**config.mk**
```make
export PLATFORM = sky130hd
export DESIGN_NAME = mem_stage
export DESIGN_NICKNAME = d
export VERILOG_FILES = /design/src/rtl/mem_stage.sv
export SDC_FILE = /design/constraint.sdc
export NUM_CORES = 1
export LEC_CHECK = 0
export BUFFER_PORTS_ARGS = -buffer_cell sky130_fd_sc_hd__buf_2
export CAP_MARGIN = 10
export CORE_MARGIN = 2
export CORE_UTILIZATION = 42
export CTS_BUF_LIST = sky130_fd_sc_hd__clkbuf_2 sky130_fd_sc_hd__clkbuf_4 sky130_fd_sc_hd__clkbuf_8
export CTS_CLUSTER_SIZE = 24
export DETAILED_ROUTE_END_ITERATION = 10
export GPL_TIMING_DRIVEN = 0
export PLACE_DENSITY_LB_ADDON = 0.15
export RECOVER_POWER = 50
export SYNTH_ARGS = -nofsm -noshare
export SYNTH_HDL_FRONTEND = slang
export SYNTH_SLANG_ARGS = --single-unit
```
**constraint.sdc**
```tcl
create_clock -name clk -period 1.6 [get_ports clk]
set_clock_uncertainty 0.05 [all_clocks]
set_input_delay 0.24 -clock clk [delete_from_list [all_inputs] [get_ports clk]]
set_output_delay 0.24 -clock clk [all_outputs]
set_load 0.03 [all_outputs]
```
**src/rtl/mem_stage.sv**
```systemverilog
// -----------------------------------------------------------------------------
// mem_stage
//
// MEM stage of a 5-stage MIPS pipeline together with the MEM/WB pipeline
// register. Drives the data-memory bus for loads and stores (byte-enable lane
// alignment, store-data replication, load-data extraction and extension),
// stalls the front of the pipeline while a slow memory is busy, and reports
// misaligned accesses and bus timeouts to the hazard unit.
//
// Parameters
//   TIMEOUT      max cycles to wait for dmem_ready before a bus error (1..255)
//
// Ports
//   clk, rst_n               clock (rising edge), async active-low reset
//   RegWriteM .. WriteRegM   EX/MEM register contents (control + data)
//   dmem_req/we/addr/be/wdata data-memory request side
//   dmem_rdata/ready         data-memory response side
//   StallM                   freeze IF/ID/EX and EX/MEM while memory is busy
//   ExcM                     one-cycle pulse: 01 misaligned, 10 bus timeout
//   RegWriteW .. WriteRegW   MEM/WB register outputs
//   dbg_state_o              current FSM state (0 = IDLE, 1 = WAIT)
//
// Bus handshake: dmem_req is held high, with addr/be/we/wdata stable, from
// the first cycle of an access until the cycle dmem_ready is seen high; that
// cycle completes the access (read data is sampled in the same cycle).
// dmem_ready while dmem_req is low carries no meaning and is ignored.
// -----------------------------------------------------------------------------
module mem_stage #(
    parameter int unsigned TIMEOUT = 16
) (
    input  logic        clk,
    input  logic        rst_n,
    // EX/MEM inputs
    input  logic        RegWriteM,
    input  logic        MemToRegM,
    input  logic        MemReadM,
    input  logic        MemWriteM,
    input  logic [1:0]  MemSizeM,
    input  logic        MemSignedM,
    input  logic [31:0] ALUOutM,
    input  logic [31:0] WriteDataM,
    input  logic [4:0]  WriteRegM,
    // data-memory bus
    output logic        dmem_req,
    output logic        dmem_we,
    output logic [31:0] dmem_addr,
    output logic [3:0]  dmem_be,
    output logic [31:0] dmem_wdata,
    input  logic [31:0] dmem_rdata,
    input  logic        dmem_ready,
    // hazard unit
    output logic        StallM,
    output logic [1:0]  ExcM,
    // MEM/WB outputs
    output logic        RegWriteW,
    output logic        MemToRegW,
    output logic [31:0] ReadDataW,
    output logic [31:0] ALUOutW,
    output logic [4:0]  WriteRegW,
    // debug
    output logic        dbg_state_o
);

    typedef enum logic {
        S_IDLE = 1'b0,
        S_WAIT = 1'b1
    } state_e;

    localparam logic [7:0] TIMEOUT_C = 8'(TIMEOUT);

    state_e      state_q, state_d;
    logic [7:0]  cnt_q, cnt_d;

    logic        rw_q, rw_d;
    logic        mtr_q, mtr_d;
    logic [31:0] rd_q, rd_d;
    logic [31:0] alu_q, alu_d;
    logic [4:0]  wr_q, wr_d;

    // ------------------------------------------------------------------
    // Access decode
    // ------------------------------------------------------------------
    logic        mem_op;
    logic        aligned;
    logic [3:0]  be_raw;
    logic [31:0] wdata_raw;

    always_comb begin
        mem_op    = MemReadM | MemWriteM;
        aligned   = 1'b1;
        be_raw    = 4'b0000;
        wdata_raw = WriteDataM;
        case (MemSizeM)
            2'b00: begin
                aligned   = 1'b1;
                be_raw    = 4'b0001 << ALUOutM[1:0];
                wdata_raw = {4{WriteDataM[7:0]}};
            end
            2'b01: begin
                aligned   = ~ALUOutM[0];
                be_raw    = ALUOutM[1] ? 4'b1100 : 4'b0011;
                wdata_raw = {2{WriteDataM[15:0]}};
            end
            default: begin
                // 10 = word; reserved 11 behaves the same
                aligned   = (ALUOutM[1:0] == 2'b00);
                be_raw    = 4'b1111;
                wdata_raw = WriteDataM;
            end
        endcase
    end

    // ------------------------------------------------------------------
    // Load data: pick the lane addressed by the low address bits, then
    // zero- or sign-extend. Words pass unchanged.
    // ------------------------------------------------------------------
    logic [7:0]  lane_b;
    logic [15:0] lane_h;
    logic [31:0] load_ext;

    always_comb begin
        lane_b = 8'h00;
        case (ALUOutM[1:0])
            2'b00:   lane_b = dmem_rdata[7:0];
            2'b01:   lane_b = dmem_rdata[15:8];
            2'b10:   lane_b = dmem_rdata[23:16];
            default: lane_b = dmem_rdata[31:24];
        endcase
        lane_h = ALUOutM[1] ? dmem_rdata[31:16] : dmem_rdata[15:0];
        case (MemSizeM)
            2'b00:   load_ext = {{24{MemSignedM & lane_b[7]}}, lane_b};
            2'b01:   load_ext = {{16{MemSignedM & lane_h[15]}}, lane_h};
            default: load_ext = dmem_rdata;
        endcase
    end

    // ------------------------------------------------------------------
    // Stall FSM
    // ------------------------------------------------------------------
    logic       req;
    logic       stall;
    logic [1:0] exc;
    logic       done;    // access completes this cycle
    logic       bubble;  // instruction retires without writing a register

    always_comb begin
        state_d = state_q;
        cnt_d   = cnt_q;
        req     = 1'b0;
        stall   = 1'b0;
        exc     = 2'b00;
        done    = 1'b0;
        bubble  = 1'b0;
        case (state_q)
            S_IDLE: begin
                if (mem_op) begin
                    if (!aligned) begin
                        exc    = 2'b01;
                        bubble = 1'b1;
                    end else begin
                        req = 1'b1;
                        if (dmem_ready) begin
                            done = 1'b1;
                        end else begin
                            stall   = 1'b1;
                            state_d = S_WAIT;
                            cnt_d   = 8'd1;
                        end
                    end
                end
            end
            S_WAIT: begin
                // EX/MEM is frozen, so the bus fields computed from the M
                // inputs are the same ones presented in the IDLE cycle.
                req = 1'b1;
                if (dmem_ready) begin
                    done    = 1'b1;
                    state_d = S_IDLE;
                    cnt_d   = 8'd0;
                end else if (cnt_q >= TIMEOUT_C) begin
                    exc     = 2'b10;
                    bubble  = 1'b1;
                    state_d = S_IDLE;
                    cnt_d   = 8'd0;
                end else begin
                    stall = 1'b1;
                    cnt_d = cnt_q + 8'd1;
                end
            end
            default: begin
                state_d = S_IDLE;
                cnt_d   = 8'd0;
            end
        endcase
    end

    always_ff @(posedge clk or negedge rst_n) begin
        if (!rst_n) begin
            state_q <= S_IDLE;
            cnt_q   <= 8'd0;
        end else begin
            state_q <= state_d;
            cnt_q   <= cnt_d;
        end
    end

    // ------------------------------------------------------------------
    // MEM/WB register. A stall injects a bubble (no register write) while
    // the data fields hold; ReadDataW only changes on a completed load.
    // ------------------------------------------------------------------
    always_comb begin
        rw_d  = rw_q;
        mtr_d = mtr_q;
        rd_d  = rd_q;
        alu_d = alu_q;
        wr_d  = wr_q;
        if (stall) begin
            rw_d = 1'b0;
        end else begin
            rw_d  = RegWriteM & ~bubble;
            mtr_d = MemToRegM;
            alu_d = ALUOutM;
            wr_d  = WriteRegM;
            if (done && MemReadM) begin
                rd_d = load_ext;
            end
        end
    end

    always_ff @(posedge clk or negedge rst_n) begin
        if (!rst_n) begin
            rw_q  <= 1'b0;
            mtr_q <= 1'b0;
            rd_q  <= 32'd0;
            alu_q <= 32'd0;
            wr_q  <= 5'd0;
        end else begin
            rw_q  <= rw_d;
            mtr_q <= mtr_d;
            rd_q  <= rd_d;
            alu_q <= alu_d;
            wr_q  <= wr_d;
        end
    end

    // ------------------------------------------------------------------
    // Outputs. Combinational strobes are gated by rst_n so that asserting
    // reset mid-access drops the request immediately, even though the
    // frozen EX/MEM inputs still describe a memory operation.
    // ------------------------------------------------------------------
    assign dmem_req    = rst_n & req;
    assign dmem_we     = rst_n & req & MemWriteM;
    assign dmem_be     = (rst_n & req) ? be_raw : 4'b0000;
    assign dmem_addr   = {ALUOutM[31:2], 2'b00};
    assign dmem_wdata  = wdata_raw;
    assign StallM      = rst_n & stall;
    assign ExcM        = rst_n ? exc : 2'b00;

    assign RegWriteW   = rw_q;
    assign MemToRegW   = mtr_q;
    assign ReadDataW   = rd_q;
    assign ALUOutW     = alu_q;
    assign WriteRegW   = wr_q;
    assign dbg_state_o = state_q;

endmodule

```
Word-level counts from Yosys, hierarchy flattened
Cells that the tools add are included.
{"block": "totals", "ff_bits": 80, "input_bits": 111, "elab_cells": 71, "out_inout_bits": 145}
{"block": "op_classes", "n_bitwise": 11, "reduce_logical": 5, "n_shift": 1, "addsub": 1, "mux": 39, "magnitude_cmp": 1, "n_eq_ne": 6}
{"op": "32-bit one-hot mux with 2 select lines", "n": 2}
{"op": "8-bit two-way mux", "n": 5}
{"op": "8-bit one-hot mux with 3 select lines", "n": 1}
{"op": "1-bit two-way mux", "n": 17}
{"op": "16-bit two-way mux", "n": 1}
{"op": "8-bit one-hot mux with 2 select lines", "n": 1}
{"op": "1-bit one-hot mux with 2 select lines", "n": 5}
{"op": "8-bit by 1-bit adder with 8-bit output (second input constant)", "n": 1}
{"op": "8-bit by 5-bit greater-or-equal comparator with 1-bit output (second input constant)", "n": 1}
{"op": "4-bit two-way mux", "n": 2}
{"op": "4-bit one-hot mux with 2 select lines", "n": 1}
{"op": "1-bit AND", "n": 6}
{"op": "2-bit two-way mux", "n": 3}
{"op": "2-bit != test (second input constant)", "n": 3}
{"op": "2-bit by 1-bit equality test with 1-bit output (second input constant)", "n": 2}
{"op": "2-bit zero test", "n": 2}
{"op": "1-bit inverter", "n": 4}
{"op": "2-bit one-hot mux with 2 select lines", "n": 1}
{"op": "1-bit by 2-bit << shifter with 4-bit output (first input constant)", "n": 1}
{"op": "3-bit AND reduction", "n": 1}
{"op": "2-bit equality test (second input constant)", "n": 1}
{"op": "2-bit AND reduction", "n": 1}
{"op": "1-bit logical AND", "n": 1}
{"op": "1-bit bitwise OR", "n": 1}

Logic depth before layout (Yosys ltp)
{"block": "depth", "depth_word": 8, "depth_mapped": 6, "ltp_nobuf": 5}

Worst setup path before layout
OpenSTA, ideal clock, no wires.
{"block": "synth_path", "path_type": "reg-to-output", "startpoint": "reg state_q, in the netlist dbg_state_o", "endpoint": "out StallM", "required_ns": 1.310, "n_path_buf": 2, "setup_slack_ns": -0.364, "stages_incl_launch_ff": 6, "t_arrival_ns": 1.674, "path_cell_list": "dfrtp_1 > clkbuf_1 > nor2_1 > a21oi_4 > buf_6 > nor2b_1"}
{"block": "synth_between", "elab_chain_len": 3}
{"element": "start, declared", "line_no": "71", "source": "state_e state_q, state_d;"}
{"element": "start signal, assigned", "line_no": "202", "source": "state_q <= state_d;"}
{"element": "1-bit inverter"}
{"element": "1-bit one-hot mux with 2 select lines (*)", "line_no": "154", "source": "case (state_q)"}
{"element": "1-bit AND (*)", "line_no": "256", "source": "assign StallM = rst_n & stall;"}
{"element": "end, declared", "line_no": "52", "source": "output logic StallM,"}
Mark *: on every way between the ends. The rest lies on a longest branch, timed or not.

Final worst setup path
{"block": "layout_path", "startpoint": "reg cnt_q[7]", "endpoint": "reg alu_q[12], in the netlist ALUOutW[12]"}
{"block": "layout_between", "elab_chain_len": 4}
{"element": "start, declared", "line_no": "72", "source": "logic [7:0] cnt_q, cnt_d;"}
{"element": "start signal, assigned", "line_no": "203", "source": "cnt_q <= cnt_d;"}
{"element": "8-bit by 5-bit greater-or-equal comparator with 1-bit output", "line_no": "180", "source": "end else if (cnt_q >= TIMEOUT_C) begin"}
{"element": "1-bit two-way mux", "line_no": "180"}
{"element": "1-bit two-way mux", "line_no": "176", "source": "if (dmem_ready) begin"}
{"element": "1-bit one-hot mux with 2 select lines", "line_no": "154"}
{"element": "end signal, assigned", "line_no": "241", "source": "alu_q <= alu_d;"}
{"element": "end, declared", "line_no": "77", "source": "logic [31:0] alu_q, alu_d;"}
No other way between the ends.
A chain may end at the register's enable or synchronous reset.

==> metrics.txt <==
status finished with violations; failing checks hold timing, setup timing; Max-Slew Margin vs Limit 0.390; Root Buffer clkbuf_8; multi-input combinational cell area around 2400 um^2; period utilisation layout 1.26; post-detail-place hpwl 10700 um; Hold Buf Count CTS 3; Reg area 2000 um^2; pin count of the biggest net entering global routing between 40 and 50; max-cap violation count 0; XOR/XNOR share of the synthesized area 0.00189; worst path required time 1800 ps; TritonCTS clock tree built; Crit Path Category reg2reg; Post-Route WL between 10000 and 15000 um; Netlist cell types 49; Synth Flop Type dfrtp_1; Post-Place Setup Slack -348 ps; RSZ-0062 raised after global routing true; Layout fillers between 800 and 900; Mean Syn Cell Area 11.2 um^2; drt pass-1 iters 4; setup ws final -411 ps; FMAX just under 500 MHz; biggest cell delay along the critical path approximately 400 ps; Vias per Instance 5.08; largest family of logic cells by synthesized area multiplexers; Initial Util 0.429; mapped cell area 4630 um^2; boundary pin count about 260; post-synthesis mux area share 0.203; sequential area share after synthesis 0.433; DIE HEIGHT roughly 110 um; Worst R2R Start cnt_q[7]$_DFFE_PN0P_; Num CTS Buffers 9; clk sink count 80; Max VDD drop 0.000542 V; Final Slew Violations 0; Via Count between 4000 and 5000; Final Hold Fails 45; Row Count 38; count leader, synth dfrtp_1; Pwr per Cell Area just over 1000 nW/um^2; ANT nets after route 0; GRT Total Usage 0.239; leading cell types by count after synthesis dfrtp_1, buf_4, mux2_4, nand2_1, mux2_2; Leak ~3.7 nW; initial antenna violation count 0; Worst path slowest cell dfrtp_1; hold_ws -188 ps; vias in the first global route between 4000 and 5000; post-synthesis adder-cell area fraction 0.00541; Area Growth Syn to Fin 56.3%; Max Fanout on Critical Path 6; Least-Margin Pin Slew 915 ps; global-route wire length before repair 21800 um; Crit path arrival time about 2200 ps; Yosys top cell by area dfrtp_1; Critical Path Source Type flop; Skew-Pair Late Insertion Delay between 300 and 400 ps; Bufs on Longest Clock Path 2; H-tree levels 3; Cell Chain, Critical Path nor4_2, and3_4, a21oi_4, buf_4, buf_12, bufbuf_16, mux2_4; top cells by area, synth dfrtp_1, mux2_4, buf_4; Worst setup EP type flop; Tightest Hold Check Type in2async; Syn Inst Count 414; post-synthesis async set-or-reset flop share 1.00; Pwr Total 0.00738 W; First DRT Iteration DRCs 320; endpoints failing setup 66; DRC Markers 0; FF-to-FF End ALUOutW[12]$_DFFE_PN0P_; number of synthesized flops with an enable pin 0; DR WL/cell 17.2 um; Sum Neg Setup Slack -14010 ps; die width ~110 um; Synthesis Warnings 0; n_diodes 0; core area 10800 um^2; complex-gate fraction of the synthesized area 0.121; grt total ovfl 0; simple-gate share of the synthesized area 0.126; layout cell share with drive strength beyond 1 0.640; R2R Setup Slk -410 ps; Post-layout nets around 800; port bufs 251; GPL Wtd Cong ~0.91; Final min period between 2000 and 2500 ps; top-area cell type share of the netlist area 0.433; clk slew on worst S/H paths ~90 ps; Reg2Reg Depth 7; #FFs+latches synth 80; Die ar. between 10000 and 15000 um^2
[worst max-delay path by stage]
stage	startpoint	slack, ps	depth (start not counted)	endpoint
after CTS	cnt_q[4]$_DFFE_PN0P_	-470	7	StallM
after detailed placement	MemReadM	-350	7	dmem_we
after global placement	rst_n	-1400	5	dmem_be[0]
after floorplan	MemWriteM	-80	5	dmem_we
final	cnt_q[7]$_DFFE_PN0P_	-410	7	ALUOutW[12]$_DFFE_PN0P_
after global routing	cnt_q[7]$_DFFE_PN0P_	-480	6	StallM
[flip-flops by register name, summed over array words and instances (netlist names)]
| signal | flops |
|---|---|
| ReadDataW | 32 |
| MemToRegW | 1 |
| dbg_state_o | 1 |
| RegWriteW | 1 |
| cnt_q | 8 |
| WriteRegW | 5 |
| ALUOutW | 32 |
[what timing repair did]
action | CTS | global route
hold endpoints to repair | 35 | 45
cloned | 5 | 2
pin swaps | 14 | 14
resized for setup | 82 | 58
endpoints found under the setup margin | 87 | 96
buffers inserted | 16 | 7
[final cells by class]
type	count	area share
clock buffer	10	0.0190
inverter	8	0.00415
sequential	80	0.277
tap	140	0.0242
buffer	65	0.0806
multi-input combinational	261	0.336
clock inverter	6	0.0159
timing repair buffer	283	0.243
[routing by layer]
| metal | routed length (um) | vias up | global-route usage | part of all wire |
|---|---|---|---|---|
| met5 | 0 | - | 0 | 0 |
| met4 | 345 | 0 | 0.0980 | 0.024 |
| met3 | 1020 | 23 | 0.0389 | 0.070 |
| met2 | 7470 | 213 | 0.425 | 0.51 |
| met1 | 5830 | 2065 | 0.286 | 0.40 |
| li1 | - | 2028 | - | - |
[per-stage QoR]
stage / instances / instance area (um^2) / util
after CTS: 846 / 7000 / 0.649
final: 853 / 7230 / 0.670
after detailed placement: 807 / 6140 / 0.569
after global placement: 806 / 6110 / 0.566
after global routing: 853 / 7230 / 0.670
after floorplan: 415 / 4680 / -
[power by group]
| group | internal, W | switching (W) |
|---|---|---|
| Clock | 0.00109 | 0.000776 |
| Combinational | 0.00123 | 0.00174 |
| Sequential | 0.00234 | 0.000209 |
[layout by cell type, fill, tap and decap left out, types with 6 or more instances in the layout]
cell type and n:
a21oi_1 8, a21oi_2 6, a222oi_1 7, a22o_1 9
a22oi_1 7, buf_12 8, buf_2 204, buf_4 56
buf_6 25, clkbuf_1 38, clkbuf_8 11, dfrtp_1 79
mux2_2 19, mux2_4 43, mux2i_1 10, nand2_1 37
nand3_2 24, nor2_1 10, nor2_4 9, o21ai_0 8
o21ai_1 12
[kinds of logic (layout without fill, tap and decap cells)]
family                   count (synthesis)  in the layout
flip-flops                              80             80
other                                    1              2
AO/OA/AOI/OAI                           74             74
multiplexers                            72             72
AND/OR/NAND/NOR                        109            110
XOR/XNOR                                 1              1
adder cells (fa/ha/maj)                  2              2
buffers and inverters                   75            372
[worst max-delay path, delay by kind of cell (launching register included)]
family	cells	cell delay [ps]
multiplexers	1	290
buffers and inverters	3	560
flip-flops	1	400
AO/OA/AOI/OAI	1	40
AND/OR/NAND/NOR	2	560
Note: power is estimated with default switching activity, not from simulation.
